--- src/rtl/irrigation_sequencer.sv ---
// Irrigation sequencer: mode selection, valve control, tank refill and BCD run timer.
// Optional MANUAL_OVERRIDE_EN adds force_start, which starts a cycle regardless of soil moisture.
module irrigation_sequencer #(
  parameter logic [3:0] SPRINKLE_MIN     = 4'd3,
  parameter logic [3:0] DRIP_MIN         = 4'd5,
  parameter logic [3:0] FILL_TIMEOUT_MIN = 4'd4
) (
  input  logic       clk,
  input  logic       clear_n,
  input  logic       tick_1hz,
  input  logic       start,
  input  logic       abort,
  input  logic       soil_dry,
  input  logic       tank_low,
  input  logic       tank_full,
  input  logic       humid_high,
`ifdef MANUAL_OVERRIDE_EN
  input  logic       force_start,
`endif
  output logic       valve_in,
  output logic       sprinkler_en,
  output logic       drip_en,
  output logic       busy,
  output logic       fault,
  output logic       done,
  output logic [3:0] sec_units,
  output logic [2:0] sec_tens,
  output logic [3:0] min_count,
  output logic [2:0] state
);

  typedef enum logic [2:0] {
    S_IDLE     = 3'd0,
    S_FILL     = 3'd1,
    S_SPRINKLE = 3'd2,
    S_DRIP     = 3'd3,
    S_PAUSE    = 3'd4,
    S_FAULT    = 3'd5
  } state_t;

  state_t     r_state;
  state_t     r_mode;
  logic       r_forced;
  logic       r_valve_in;
  logic       r_sprinkler_en;
  logic       r_drip_en;
  logic       r_busy;
  logic       r_fault;
  logic       r_done;
  logic [3:0] r_units;
  logic [2:0] r_tens;
  logic [3:0] r_min;

  state_t     w_nxt;
  logic       w_done;
  logic       w_force;
  logic       w_go;
  logic       w_sens_bad;
  logic       w_tick;
  logic       w_min_inc;
  logic [3:0] w_min_plus;
  logic [3:0] w_dur;
  logic       w_early;

`ifdef MANUAL_OVERRIDE_EN
  assign w_force = force_start;
`else
  assign w_force = 1'b0;
`endif

  assign w_sens_bad = tank_low & tank_full;
  assign w_go       = (start & soil_dry) | w_force;
  assign w_tick     = tick_1hz & (r_state inside {S_FILL, S_SPRINKLE, S_DRIP});
  assign w_min_inc  = w_tick & (r_units == 4'd9) & (r_tens == 3'd5);
  assign w_min_plus = (r_min == 4'd15) ? 4'd15 : r_min + 4'd1;
  assign w_dur      = (r_state == S_DRIP) ? DRIP_MIN : SPRINKLE_MIN;
  // A forced cycle keeps running even when the soil reports wet.
  assign w_early    = ~soil_dry & ~r_forced;

  always_comb begin
    w_nxt  = r_state;
    w_done = 1'b0;
    if (w_sens_bad) begin
      w_nxt = S_FAULT;
    end else begin
      case (r_state)
        S_IDLE: begin
          if (tank_low)  w_nxt = S_FILL;
          else if (w_go) w_nxt = humid_high ? S_DRIP : S_SPRINKLE;
        end
        S_FILL: begin
          if (abort)          w_nxt = S_IDLE;
          else if (tank_full) w_nxt = S_IDLE;
          else if (w_min_inc && (w_min_plus == FILL_TIMEOUT_MIN)) w_nxt = S_FAULT;
        end
        S_SPRINKLE, S_DRIP: begin
          if (abort) begin
            w_nxt = S_IDLE;
          end else if ((w_min_inc && (w_min_plus == w_dur)) || w_early) begin
            w_nxt  = S_IDLE;
            w_done = 1'b1;
          end else if (tank_low) begin
            w_nxt = S_PAUSE;
          end
        end
        S_PAUSE: begin
          if (abort)          w_nxt = S_IDLE;
          else if (tank_full) w_nxt = r_mode;
        end
        S_FAULT: begin
          if (abort) w_nxt = S_IDLE;
        end
        default: w_nxt = S_IDLE;
      endcase
    end
  end

  // Outputs are decoded from the next state so valves follow the state edge directly.
  always_ff @(posedge clk or negedge clear_n) begin
    if (!clear_n) begin
      r_state        <= S_IDLE;
      r_mode         <= S_SPRINKLE;
      r_forced       <= 1'b0;
      r_valve_in     <= 1'b0;
      r_sprinkler_en <= 1'b0;
      r_drip_en      <= 1'b0;
      r_busy         <= 1'b0;
      r_fault        <= 1'b0;
      r_done         <= 1'b0;
      r_units        <= 4'd0;
      r_tens         <= 3'd0;
      r_min          <= 4'd0;
    end else begin
      r_state        <= w_nxt;
      r_done         <= w_done;
      r_valve_in     <= (w_nxt == S_FILL) || (w_nxt == S_PAUSE);
      r_sprinkler_en <= (w_nxt == S_SPRINKLE);
      r_drip_en      <= (w_nxt == S_DRIP);
      r_busy         <= (w_nxt != S_IDLE);
      r_fault        <= (w_nxt == S_FAULT);
      if ((r_state == S_IDLE) && (w_nxt inside {S_SPRINKLE, S_DRIP})) begin
        r_mode   <= w_nxt;
        r_forced <= ~(start & soil_dry);
      end
      // Fresh run from IDLE restarts the timer; ticks coinciding with a transition are dropped.
      if ((r_state == S_IDLE) && (w_nxt inside {S_FILL, S_SPRINKLE, S_DRIP})) begin
        r_units <= 4'd0;
        r_tens  <= 3'd0;
        r_min   <= 4'd0;
      end else if (w_tick && (w_nxt == r_state)) begin
        if (r_units == 4'd9) begin
          r_units <= 4'd0;
          if (r_tens == 3'd5) begin
            r_tens <= 3'd0;
            r_min  <= w_min_plus;
          end else begin
            r_tens <= r_tens + 3'd1;
          end
        end else begin
          r_units <= r_units + 4'd1;
        end
      end
    end
  end

  assign valve_in     = r_valve_in;
  assign sprinkler_en = r_sprinkler_en;
  assign drip_en      = r_drip_en;
  assign busy         = r_busy;
  assign fault        = r_fault;
  assign done         = r_done;
  assign sec_units    = r_units;
  assign sec_tens     = r_tens;
  assign min_count    = r_min;
  assign state        = r_state;

endmodule

--- config.mk ---
export PLATFORM = sky130hd
export DESIGN_NAME = irrigation_sequencer
export DESIGN_NICKNAME = d
export VERILOG_FILES = /design/src/rtl/irrigation_sequencer.sv
export SDC_FILE = /design/constraint.sdc
export NUM_CORES = 1
export LEC_CHECK = 0
export BUFFER_PORTS_ARGS = -buffer_cell sky130_fd_sc_hd__buf_2
export CAP_MARGIN = 20
export CORE_MARGIN = 2
export CORE_UTILIZATION = 55
export CTS_BUF_LIST = sky130_fd_sc_hd__clkbuf_16
export DETAILED_ROUTE_END_ITERATION = 7
export GPL_ROUTABILITY_DRIVEN = 0
export GPL_TIMING_DRIVEN = 0
export HOLD_SLACK_MARGIN = 0.15
export PLACE_DENSITY = 0.78
export SKIP_CTS_REPAIR_TIMING = 1
export SYNTH_ARGS = -nofsm -noshare
export SYNTH_HDL_FRONTEND = slang
export SYNTH_SLANG_ARGS = --single-unit
--- constraint.sdc ---
create_clock -name clk -period 3.4 [get_ports clk]
set_input_delay 1.02 -clock clk [delete_from_list [all_inputs] [get_ports clk]]
set_output_delay 1.02 -clock clk [all_outputs]
set_load 0.02 [all_outputs]
==> results.py <==
metrics = {
    "layout": {
        "layout.cells.non_filler": 230,
        "drive_above_1_share": 0.266,
        "final.fill_count": 225,
        "fin_area_um2": 1830,
        "nets": 212,
        "antenna_cells": 0,
        "multi_input_area_um2": 886,
        "syn_to_final_growth_pct": 18.8,
        "seqCellArea_um2": 602,
    },
    "synthesis": {
        "synthCells": 167,
        "post-synth-top-count-cell": "dfrtp_1",
        "yosysSeqAreaShare": 0.390,
        "yosys.area.top_type_share": 0.373,
        "yosys.area.top_type": "dfrtp_1",
        "synth_common_cells": "23 x dfrtp_1, 15 x nor2_1, 14 x a21oi_1, 9 x nand2_1",
        "ys_warn_count": 0,
        "synth-edff-count": 0,
        "synth_cell_types": 50,
        "synth_seq_cells": 24,
        "async_flop_share": 1.00,
        "avgSynthCellArea_um2": 9.23,
        "syn_area_um2": 1540,
        "synth_area_leaders": "dfrtp_1 37%, a21oi_1 4.5%, nor2_1 3.7%, nor2b_1 3.2%, nand4_1 2.8%",
        "synthFlopType": "dfrtp_1",
        "syn_nets": 179,
    },
    "setup_path": {
        "worstSetupEndpoint": "min_count[2]",
        "rr_endpoint": "min_count[2]",
        "crit_start": "min_count[0]",
        "path_cells": "ha_1 > buf_4 > nand2b_1 > a211o_1 > a211oi_4 > nor4b_4 > nor3_1 > a211oi_2 > buf_2 > nor3_1",
        "cp.required_ns": 3.57,
        "max_stage_delay_ns": 0.52,
        "rrSetupSlack_ns": 0.33,
        "path_common_cell": "nor3_1",
        "crit_fanout": 10,
        "startpoint_type": "flip-flop",
        "rr_startpoint": "min_count[0]",
        "critPathCaptureType": "flip-flop",
        "arrival_ns": 3.25,
        "criticalPathCategory": "flip-flop to flip-flop",
        "ff2ff_path_depth": 10,
        "cp_slowest_cell": "nor3_1",
    },
    "sta": {
        "finClkSkew_ns": 0.00183,
        "max_freq_mhz": 325,
        "rsz0062_at_grt": "false",
        "relSlewSlack": 0.423,
        "tightest_slew_ns": 0.857,
        "fin_crit_sh": 0.904,
        "setup_tns_ns": 0,
        "finalHoldViolations": 0,
        "drv_slew": 0,
        "fin_crit_ns": 3.07,
        "setup_viol_count_final": 0,
    },
    "routing": {
        "remaining_drc_errors": 0,
        "drt-pass1-iter-count": 4,
        "drt-wirelength-per-cell_um": 16.8,
        "wirelength_met1_mm": 1.62,
        "via_per_inst": 6.52,
        "highest_layer": "met4",
        "drt.antenna.violating_nets": 0,
        "vias": 1499,
        "routed_wl_mm": 3.86,
        "drt_iter0_drc": 60,
        "wl_met3_um": 234,
        "wl_met2_mm": 1.93,
    },
    "global_routing": {
        "overflow": 0,
        "grt_pass1_vias": 1416,
        "grt_pass1_wl_mm": 6.55,
        "antenna_found_initial": 0,
        "grt_use_total": 0.257,
        "grt_start_max_net_pins": 25,
    },
    "pwr": {
        "power_frac_clock": 0.374,
        "p_int_mw": 0.623,
        "peakVddDrop_uv": 484,
        "p_leak_nw": 0.836,
        "p_switching_mw": 0.277,
        "combPwrFrac": 0.243,
        "p_seq_frac": 0.383,
        "netSwitchingFraction": 0.308,
        "powerDensity_nw_per_um2": 491,
    },
    "placed_design": {
        "dp.cells": 226,
        "dp_hpwl_mm": 2.84,
        "io_buffer_count": 28,
        "place_area_um2": 1720,
    },
    "worst_hold_path": {
        "hold_class": "flip-flop to flip-flop",
    },
    "floorplan": {
        "floorplan.die_area_um2": 3240,
        "coreArea_um2": 2710,
        "ios": 29,
        "std_cell_rows": 19,
        "die_x_um": 56.9,
        "initial_utilization": 0.569,
        "die_h_um": 56.9,
    },
    "clock_tree": {
        "cts.htree.levels": 1,
        "ctsLongestPathBuffers": 2,
        "cts_buffers": 3,
        "insertion_delay_ns": 0.26,
        "clock-sinks": 24,
        "cts-root-buf": "clkbuf_16",
        "clkSlewWorstSetupHoldPaths_ns": 0.06,
        "cts_tree": "done",
    },
    "flow_run": {
        "cap_violations": 0,
    },
    "outcome": {
        "outcome": "finished clean",
    },
}
## power by group through the flow
stage               combinational (mW)  sequential [mW]  clock [mW]
floorplan                        0.120            0.370           0
global placement                 0.205            0.348           0
detailed placement               0.216            0.349           0
CTS                              0.218            0.344       0.340
global route                     0.242            0.350       0.350
finish                           0.219            0.344       0.336
## layout make-up
| cell class | count | share of cell area |
|---|---|---|
| clock inverters | 1 | 0.0164 |
| clock buffers | 3 | 0.0410 |
| well taps | 31 | 0.0212 |
| flip-flops and latches | 24 | 0.329 |
| repair buffers | 28 | 0.0766 |
| plain buffers | 8 | 0.0239 |
| multi-input cells | 131 | 0.484 |
| inverters | 4 | 0.00820 |
## metrics by stage
stage / setup WS (ns) / utilization / total power [mW] / hold slack, ns
finish: 0.327 / 0.675 / 0.899 / 0.520
global route: 0.115 / 0.675 / 0.942 / 0.533
CTS: 0.197 / 0.674 / 0.902 / 0.521
global placement: 0.159 / 0.635 / 0.553 / 0.496
detailed placement: 0.107 / 0.635 / 0.566 / 0.508
floorplan: 0.602 / - / 0.490 / 0.459
## cells by family (layout without fill, tap and decap cells)
| logic type | Yosys count | after routing | synth area share |
|---|---|---|---|
| simple gates | 77 | 77 | 0.317 |
| compound gates | 51 | 51 | 0.230 |
| flops | 24 | 24 | 0.390 |
| buf+inv | 12 | 44 | 0.0381 |
| fa+ha+maj | 3 | 3 | 0.0244 |
## per-layer routing
layer | track usage | vias up
li1 | - | 706
met1 | 0.336 | 729
met2 | 0.433 | 57
met3 | 0.0385 | 7
met4 | 0.0963 | 0
met5 | 0 | -
## flip-flops by register name (all words and copies together), names as in the netlist, 3 cells and up
register and count:
sec_tens 3, r_mode 3, state 3, min_count 4, sec_units 4
## how the worst min path moves through the flow
stage	slack, ns	from	depth (start not counted)	end
floorplan	0.46	r_mode[2]	1	r_mode[2]
global placement	0.50	r_forced	1	r_forced
detailed placement	0.51	r_mode[2]	1	r_mode[2]
CTS	0.52	r_mode[2]	1	r_mode[2]
global route	0.53	r_mode[2]	1	r_mode[2]
finish	0.52	r_mode[2]	1	r_mode[2]
## worst max-delay path: cells and delay by family, from the launching register on
family,cells,cell delay (ns)
buffers and inverters,2,0.40
adders and majority gates,1,0.23
DFF,1,0.47
and+or+nand+nor,4,1.03
AOI/OAI and AO/OA,3,0.85
## cells in the final DEF (no fill, tap or decap), types with 4 or more instances in the layout
cell     Yosys  layout
a21oi_1     14      14
a31oi_1      6       6
buf_2        5      33
dfrtp_1     23      23
nand2_1      9       9
nand3_1      4       4
nand4_1      7       7
nor2_1      15      15
nor2b_1      8       8
nor3_1       8       8
o21ai_0      6       6
o31ai_1      4       4
(Power assumes the default switching activity.)
